**config.mk**
```make
export PLATFORM = sky130hd
export DESIGN_NAME = oam_dma_ctrl_flat
export DESIGN_NICKNAME = d
export VERILOG_FILES = /design/src/rtl/oam_dma_ctrl_if.sv /design/src/rtl/oam_dma_ctrl.sv /design/src/flat_wrapper.sv
export SDC_FILE = /design/constraint.sdc
export NUM_CORES = 1
export LEC_CHECK = 0
export CAP_MARGIN = 5
export CORE_MARGIN = 1
export CORE_UTILIZATION = 49
export DETAILED_ROUTE_END_ITERATION = 6
export PLACE_DENSITY = 0.79
export REMOVE_ABC_BUFFERS = 1
export SETUP_SLACK_MARGIN = 0.3
export SLEW_MARGIN = 20
export SYNTH_ARGS = -nofsm -noshare
export SYNTH_HDL_FRONTEND = slang
export SYNTH_SLANG_ARGS = --single-unit
```
**constraint.sdc**
```tcl
create_clock -name clk_i -period 2.01 [get_ports clk_i]
set_input_delay 0.603 -clock clk_i [delete_from_list [all_inputs] [get_ports clk_i]]
set_output_delay 0.603 -clock clk_i [all_outputs]
set_load 0.005 [all_outputs]
```
**src/rtl/oam_dma_ctrl_if.sv**
```systemverilog
// OAM DMA control/bus bundle: start request from the FF46 decode, status back to the
// arbiter, and the read/write port set of the memory the DMA drives.
interface oam_dma_ctrl_if;
    logic        start;
    logic [7:0]  src_page;
    logic        busy;
    logic        done;
    logic [15:0] mem_r_addr;
    logic [7:0]  mem_r_data;
    logic        mem_wen;
    logic [15:0] mem_w_addr;
    logic [7:0]  mem_w_data;

    // DMA engine side
    modport master (
        input  start, src_page, mem_r_data,
        output busy, done, mem_r_addr, mem_wen, mem_w_addr, mem_w_data
    );

    // CPU decode / arbiter / memory side
    modport slave (
        output start, src_page, mem_r_data,
        input  busy, done, mem_r_addr, mem_wen, mem_w_addr, mem_w_data
    );
endinterface

```
**src/rtl/oam_dma_ctrl.sv**
```systemverilog
// OAM-style DMA: copies LENGTH bytes from {src_page,8'h00} to DST_BASE, one byte per
// CYCLES_PER_BYTE clocks. All outputs are registered.
module oam_dma_ctrl #(
    parameter int unsigned LENGTH          = 160,
    parameter logic [15:0] DST_BASE        = 16'hFE00,
    parameter int unsigned CYCLES_PER_BYTE = 4
) (
    input  logic           clk_i,
    input  logic           rst_i,
    oam_dma_ctrl_if.master bus
);
    localparam int unsigned PW = $clog2(CYCLES_PER_BYTE);
    localparam logic [PW-1:0] PH_LAST = PW'(CYCLES_PER_BYTE - 1);
    // Write strobe is registered, so it is armed one phase before the slot's last cycle
    localparam logic [PW-1:0] PH_WEN  = PW'(CYCLES_PER_BYTE - 2);
    localparam logic [8:0]    IDX_LAST = 9'(LENGTH - 1);

    localparam logic [0:0] ST_IDLE = 1'b0;
    localparam logic [0:0] ST_XFER = 1'b1;

    logic [0:0]    state_q,  state_d;
    logic [7:0]    page_q,   page_d;
    logic [8:0]    idx_q,    idx_d;
    logic [PW-1:0] phase_q,  phase_d;
    logic [7:0]    data_q,   data_d;
    logic [15:0]   r_addr_q, r_addr_d;
    logic          wen_q,    wen_d;
    logic [15:0]   w_addr_q, w_addr_d;
    logic [7:0]    w_data_q, w_data_d;
    logic          busy_q,   busy_d;
    logic          done_q,   done_d;

    // Next-state: start (re)launches from any state; otherwise walk phases/bytes in XFER
    always_comb begin
        state_d  = state_q;
        page_d   = page_q;
        idx_d    = idx_q;
        phase_d  = phase_q;
        data_d   = data_q;
        r_addr_d = r_addr_q;
        wen_d    = 1'b0;
        w_addr_d = '0;
        w_data_d = '0;
        done_d   = 1'b0;
        if (bus.start) begin
            state_d  = ST_XFER;
            page_d   = bus.src_page;
            idx_d    = '0;
            phase_d  = '0;
            r_addr_d = {bus.src_page, 8'h00};
        end else if (state_q == ST_XFER) begin
            if (phase_q == '0) begin
                data_d = bus.mem_r_data;
            end
            if (phase_q == PH_WEN) begin
                wen_d    = 1'b1;
                w_addr_d = DST_BASE + {7'b0, idx_q};
                // With two clocks per byte the capture and arm phases coincide
                w_data_d = (phase_q == '0) ? bus.mem_r_data : data_q;
            end
            if (phase_q == PH_LAST) begin
                phase_d = '0;
                if (idx_q == IDX_LAST) begin
                    state_d  = ST_IDLE;
                    idx_d    = '0;
                    r_addr_d = '0;
                    done_d   = 1'b1;
                end else begin
                    idx_d    = idx_q + 9'd1;
                    r_addr_d = {page_q, idx_q[7:0] + 8'd1};
                end
            end else begin
                phase_d = phase_q + PW'(1);
            end
        end else begin
            r_addr_d = '0;
        end
        busy_d = (state_d == ST_XFER);
    end

    // State and output registers; reset overrides start
    always_ff @(posedge clk_i) begin
        if (rst_i) begin
            state_q  <= ST_IDLE;
            page_q   <= '0;
            idx_q    <= '0;
            phase_q  <= '0;
            data_q   <= '0;
            r_addr_q <= '0;
            wen_q    <= 1'b0;
            w_addr_q <= '0;
            w_data_q <= '0;
            busy_q   <= 1'b0;
            done_q   <= 1'b0;
        end else begin
            state_q  <= state_d;
            page_q   <= page_d;
            idx_q    <= idx_d;
            phase_q  <= phase_d;
            data_q   <= data_d;
            r_addr_q <= r_addr_d;
            wen_q    <= wen_d;
            w_addr_q <= w_addr_d;
            w_data_q <= w_data_d;
            busy_q   <= busy_d;
            done_q   <= done_d;
        end
    end

    assign bus.busy       = busy_q;
    assign bus.done       = done_q;
    assign bus.mem_r_addr = r_addr_q;
    assign bus.mem_wen    = wen_q;
    assign bus.mem_w_addr = w_addr_q;
    assign bus.mem_w_data = w_data_q;
endmodule

```
**src/flat_wrapper.sv**
```systemverilog
// flat-port wrapper written by rule: the top's interface ports become plain ports
module oam_dma_ctrl_flat 
#(
    parameter int unsigned LENGTH          = 160,
    parameter logic [15:0] DST_BASE        = 16'hFE00,
    parameter int unsigned CYCLES_PER_BYTE = 4
)
  (clk_i, rst_i, bus_start, bus_src_page, bus_mem_r_data, bus_busy, bus_done, bus_mem_r_addr, bus_mem_wen, bus_mem_w_addr, bus_mem_w_data);
  oam_dma_ctrl_if bus_i ();
  input  logic clk_i;
  input  logic rst_i;
  input wire logic [$bits(bus_i.start)-1:0] bus_start;
  input wire logic [$bits(bus_i.src_page)-1:0] bus_src_page;
  input wire logic [$bits(bus_i.mem_r_data)-1:0] bus_mem_r_data;
  output wire logic [$bits(bus_i.busy)-1:0] bus_busy;
  output wire logic [$bits(bus_i.done)-1:0] bus_done;
  output wire logic [$bits(bus_i.mem_r_addr)-1:0] bus_mem_r_addr;
  output wire logic [$bits(bus_i.mem_wen)-1:0] bus_mem_wen;
  output wire logic [$bits(bus_i.mem_w_addr)-1:0] bus_mem_w_addr;
  output wire logic [$bits(bus_i.mem_w_data)-1:0] bus_mem_w_data;
  assign bus_i.start = bus_start;
  assign bus_i.src_page = bus_src_page;
  assign bus_i.mem_r_data = bus_mem_r_data;
  assign bus_busy = bus_i.busy;
  assign bus_done = bus_i.done;
  assign bus_mem_r_addr = bus_i.mem_r_addr;
  assign bus_mem_wen = bus_i.mem_wen;
  assign bus_mem_w_addr = bus_i.mem_w_addr;
  assign bus_mem_w_data = bus_i.mem_w_data;
  oam_dma_ctrl #(.LENGTH(LENGTH), .DST_BASE(DST_BASE), .CYCLES_PER_BYTE(CYCLES_PER_BYTE)) u_core (.clk_i(clk_i), .rst_i(rst_i), .bus(bus_i));
endmodule
```
======== Word level (Yosys, flattened, before mapping) ========
Index checks and enable logic that the tools add are counted.
storage, ports and cells
  bits in writable memories ............... 0
  logic and storage cells ................. 43
  latch bits .............................. 0
  register bits ........................... 70
  bits in read-only memories .............. 0
  memories ................................ 0
  output and inout port bits .............. 43
operators by class
  order comparisons ....................... 0
  divide/modulo/power cells ............... 0
  shift operators ......................... 0
  bitwise operators ....................... 4
  multiply operators ...................... 0
  equal/unequal tests ..................... 4
  muxes and demuxes ....................... 13
  add/subtract/negate cells ............... 4
  reductions and logical operators ........ 7
operator list
  cell                      count
  $mux W16                  4
  $add A10 B10 Y11 const A  1
  $add A9 B1 Y9 const B     1
  $eq A9 B8 Y1 const B      1
  $mux W9                   1
  $add A8 B1 Y8 const B     1
  $mux W8                   1
  $reduce_or A4 Y1          2
  $mux W1                   6
  $eq A2 B2 Y1 const B      2
  $not A1 Y1                4
  $reduce_and A2 Y1         2
  $ne A3 B3 Y1 const B      1
  $reduce_or A3 Y1          1
  $add A2 B1 Y2 const B     1
  $logic_not A2 Y1          1
  $mux W2                   1
  $reduce_or A2 Y1          1

======== Longest topological paths before layout ========
  word-level depth ........................ 5
  gate-level depth with buffers ........... 7
  gate-level depth less buffers ........... 5

======== Least setup slack after synthesis ========
Ideal clock, no wire load.
  path kind ............................... register to register
  start ................................... register u_core.idx_q[0]
  end ..................................... register u_core.r_addr_q[7] (netlist: u_core.bus.mem_r_addr[7])
  stages on the path, launching flop included .. 7
  buffers on the path ..................... 1
  required time ........................... 1.890 ns
  data arrival time ....................... 1.467 ns
  clock period less this slack ............ 1.587 ns
  setup slack ............................. 0.423 ns
  setup time .............................. 0.120 ns
  cells stage by stage .................... dfxtp_1 > ha_1 > and4_1 > buf_6 > nor3b_4 > o21ai_0 > o31a_1
on the way
  word-level cells in the longest chain between the ends .. 2
  elaborated cells between the ends (all ways) .. 3
ends and longest elaborated chain
  element                                               RTL line                                source
  start: declaration                                    oam_dma_ctrl.sv:23                      logic [8:0] idx_q, idx_d;
  start signal: assignment                              oam_dma_ctrl.sv:98                      idx_q <= idx_d;
  $add A8 B1 Y8 / $eq A9 B8 Y1 (equally long branches)  oam_dma_ctrl.sv:70, oam_dma_ctrl.sv:63
  $mux W16 (*)                                          oam_dma_ctrl.sv:63                      if (idx_q == IDX_LAST) begin
  end signal: assignment                                oam_dma_ctrl.sv:101                     r_addr_q <= r_addr_d;
  end: declaration                                      oam_dma_ctrl.sv:26                      logic [15:0] r_addr_q, r_addr_d;
Every way passes the cells marked *; elsewhere a longest branch is shown, timed or not.
A chain may end at the register's enable or synchronous reset.

======== Worst setup path in the final report ========
Ends and elaborated chain as after synthesis.

==> flow_summary.yaml <==
route:
  ant_nets: 0
  dr.pass1.iters: 4
  wl_um: 5520
  drc: 0
  vias: 2109
  viasPerCell: 5.08
  drt-initial-drc-count: 94
  wl_per_cell_um: 13.3
critical_path:
  cp.arrival_ps: 1840
  crit_path_end_kind: "flop"
  worstPathRequired_ps: 2240
  cp-start-kind: "flop"
  crit_fanout: 6
  critPathKind: "flop to flop"
sta:
  worst_pin_slew_ps: 451
  finalHoldViolations: 0
  final.setup.tns_ps: 0
  finalSetupViolations: 0
  rsz0062_at_grt: "false"
  fin_crit_ps: 1610
  fmax_mhz: 621
  post-route-period-util: 0.802
  drv_slew: 0
  fin_worst_skew_ps: 6.50
  slew_headroom: 0.699
die:
  io_pins: 62
  die_height_um: 75.5
  die_w_um: 75.5
  rows: 26
  initial_core_util: 0.515
  die_area_sq_mm: 0.00570
  coreArea_sq_mm: 0.00514
power_and_ir_drop:
  intPower_mw: 1.88
  net-switching-power_mw: 0.549
  combPwrFrac: 0.065
  p_clk_frac: 0.398
  vdd_drop_max_mv: 0.508
  pwr_density_cell_mw_per_mm2: 715
  leakagePower_nw: 1.58
  pwr-share-seq: 0.537
  p_sw_frac: 0.226
global_route:
  grt_busiest_layer: "met2"
  grtUsageMet2: 0.325
  grt_overflow: 0
  grt_start_max_net_pins: 26
  grt_pass1_wl_um: 8770
  grtUsageMet3: 0.0556
  antenna_found_initial: 0
  gr-usage-met1: 0.275
  grt_use_total: 0.212
  grt_pass1_vias: 1876
yosys:
  synth_top_area_share: 0.484
  synthesis.area_sq_mm: 0.00265
  synth_edf_count: 0
  synth.distinct_cells: 44
  synth.most_common_cell: "dfxtp_1"
  synth_top_cell_by_area: "dfxtp_1"
  synthCells: 282
  syn_area_per_cell_sq_um: 9.38
  seq_area_frac_synth: 0.484
  synth_area_leaders: "dfxtp_1, mux2i_1, nor2_1"
  synthTopCellsByCount: "dfxtp_1, nor2_1, nand2_1"
  ys.flop_type: "dfxtp_1"
  yosysWarnings: 0
  async_reset_ff_frac: 0
  ys_ff_latch: 64
clocking:
  cts_max_level: 3
  cts_buffers: 9
  insertion_delay_ps: 340
  path_clk_slew_ps: 70
  cts-resized-gates: 52
  hold_buffers: 0
  postCtsSetupRepairBufs: 0
  root_buffer: "clkbuf_8"
  cts_max_path_buffers: 2
  clkSinkCount: 64
  tritoncts: "yes"
placed_design:
  placed_area_sq_mm: 0.00325
  dpl.hpwl_um: 3840
  dp_cells: 400
  portBuffers: 61
  globalplace.congestion: 0.891
outcome:
  outcome: "complete, no violations"
layout:
  fillers: 468
  antennaDiodeCount: 0
  fin_cells: 415
  drive_above_1_share: 0.136
  fin_nets: 364
  design_area_sq_mm: 0.00340
  final-seq-area_sq_mm: 0.00129
  multi_input_area_sq_mm: 0.00115
  fin_util: 0.662
  syn_to_final_growth_pct: 28.6
run:
  maxCapViolations: 0
worst_hold_path:
  hp-class: "flop to flop"
## state kept, by name (all words and copies together), names as in the netlist
register	flops
u_core.bus.mem_r_addr	16
u_core.bus.mem_wen	1
u_core.bus.mem_w_data	8
u_core.state_q	1
u_core.page_q	8
u_core.idx_q	9
u_core.data_q	8
u_core.phase_q	2
u_core.bus.mem_w_addr	10
u_core.bus.done	1
## final cells by class
class                           count  share of cell area
Sequential cell                    64               0.380
Multi-Input combinational cell    186               0.340
Timing Repair Buffer               74               0.197
Clock buffer                       12              0.0456
Tap cell                           70              0.0258
Inverter                            6             0.00662
Clock inverter                      3             0.00515
## placed cells by master, fill, tap and decap left out, types with 2 or more instances in the layout
cell and count:
clkinv_2 2, clkdlybuf4s50_1 17, a211oi_1 2, a21oi_1 15
dlygate4sd2_1 43, xor2_1 6, xnor2_1 2, nor2_1 35
and3_2 2, dfxtp_2 7, and3_1 7, nand2_1 29
clkbuf_8 11, dfxtp_1 56, nand4_1 2, o21ai_0 4
o31a_1 2, nor3_1 3, buf_4 12, nand2b_1 16
nand3b_1 3, ha_1 3, a31oi_1 10, inv_1 6
nand3_1 9, mux2i_1 18
## routing by layer
layer / wire length [um] / vias up / share of wire
li1: - / 1058 / -
met1: 2510 / 981 / 0.46
met2: 2600 / 62 / 0.47
met3: 306 / 8 / 0.055
met4: 103 / 0 / 0.019
met5: 0 / - / 0
## cell families (layout without fill, tap and decap cells)
| group | count (synthesis) | in the layout | share of synthesized area |
|---|---|---|---|
| simple gates | 119 | 119 | 0.233 |
| flops | 64 | 64 | 0.484 |
| compound gates | 37 | 37 | 0.0847 |
| buf+inv | 32 | 95 | 0.0847 |
| mux | 18 | 18 | 0.0681 |
| xor+xnor | 8 | 8 | 0.0265 |
| fa+ha+maj | 4 | 4 | 0.0189 |
## per-stage QoR
stage,setup WS (ps),hold slack (ps),power (mW)
after CTS,359,474,2.46
after global routing,309,499,2.52
final,399,470,2.43
after detailed placement,21.7,464,1.50
after floorplan,360,439,1.40
after global placement,47.4,454,1.49
## worst max-delay path, cell delays in order (launching register included)
cell and delay [ps]:
dfxtp_1 370, ha_1 190, and4_2 340, nor3b_4 260, o21ai_0 120, o31a_1 230
## power by group through the flow
| stage | combinational, mW | clock [mW] | sequential, mW |
|---|---|---|---|
| detailed placement | 0.164 | 0 | 1.33 |
| finish | 0.159 | 0.968 | 1.31 |
| CTS | 0.160 | 0.990 | 1.31 |
| global route | 0.174 | 1.04 | 1.31 |
| global placement | 0.161 | 0 | 1.33 |
| floorplan | 0.0660 | 0 | 1.33 |
## final timing paths
path,cells past startpoint,endpoint,startpoint,slack (ps)
worst max-delay path,5,u_core.bus.mem_r_addr[7]$_SDFFE_PP0N_,u_core.idx_q[0]$_SDFFE_PP0P_,400
worst min-delay path,2,u_core.page_q[1]$_SDFFE_PP0P_,u_core.page_q[1]$_SDFFE_PP0P_,470
worst max register to register,5,u_core.bus.mem_r_addr[7]$_SDFFE_PP0N_,u_core.idx_q[0]$_SDFFE_PP0P_,400
worst min register to register,2,u_core.page_q[1]$_SDFFE_PP0P_,u_core.page_q[1]$_SDFFE_PP0P_,470
Power figures use the tool's default switching activity.
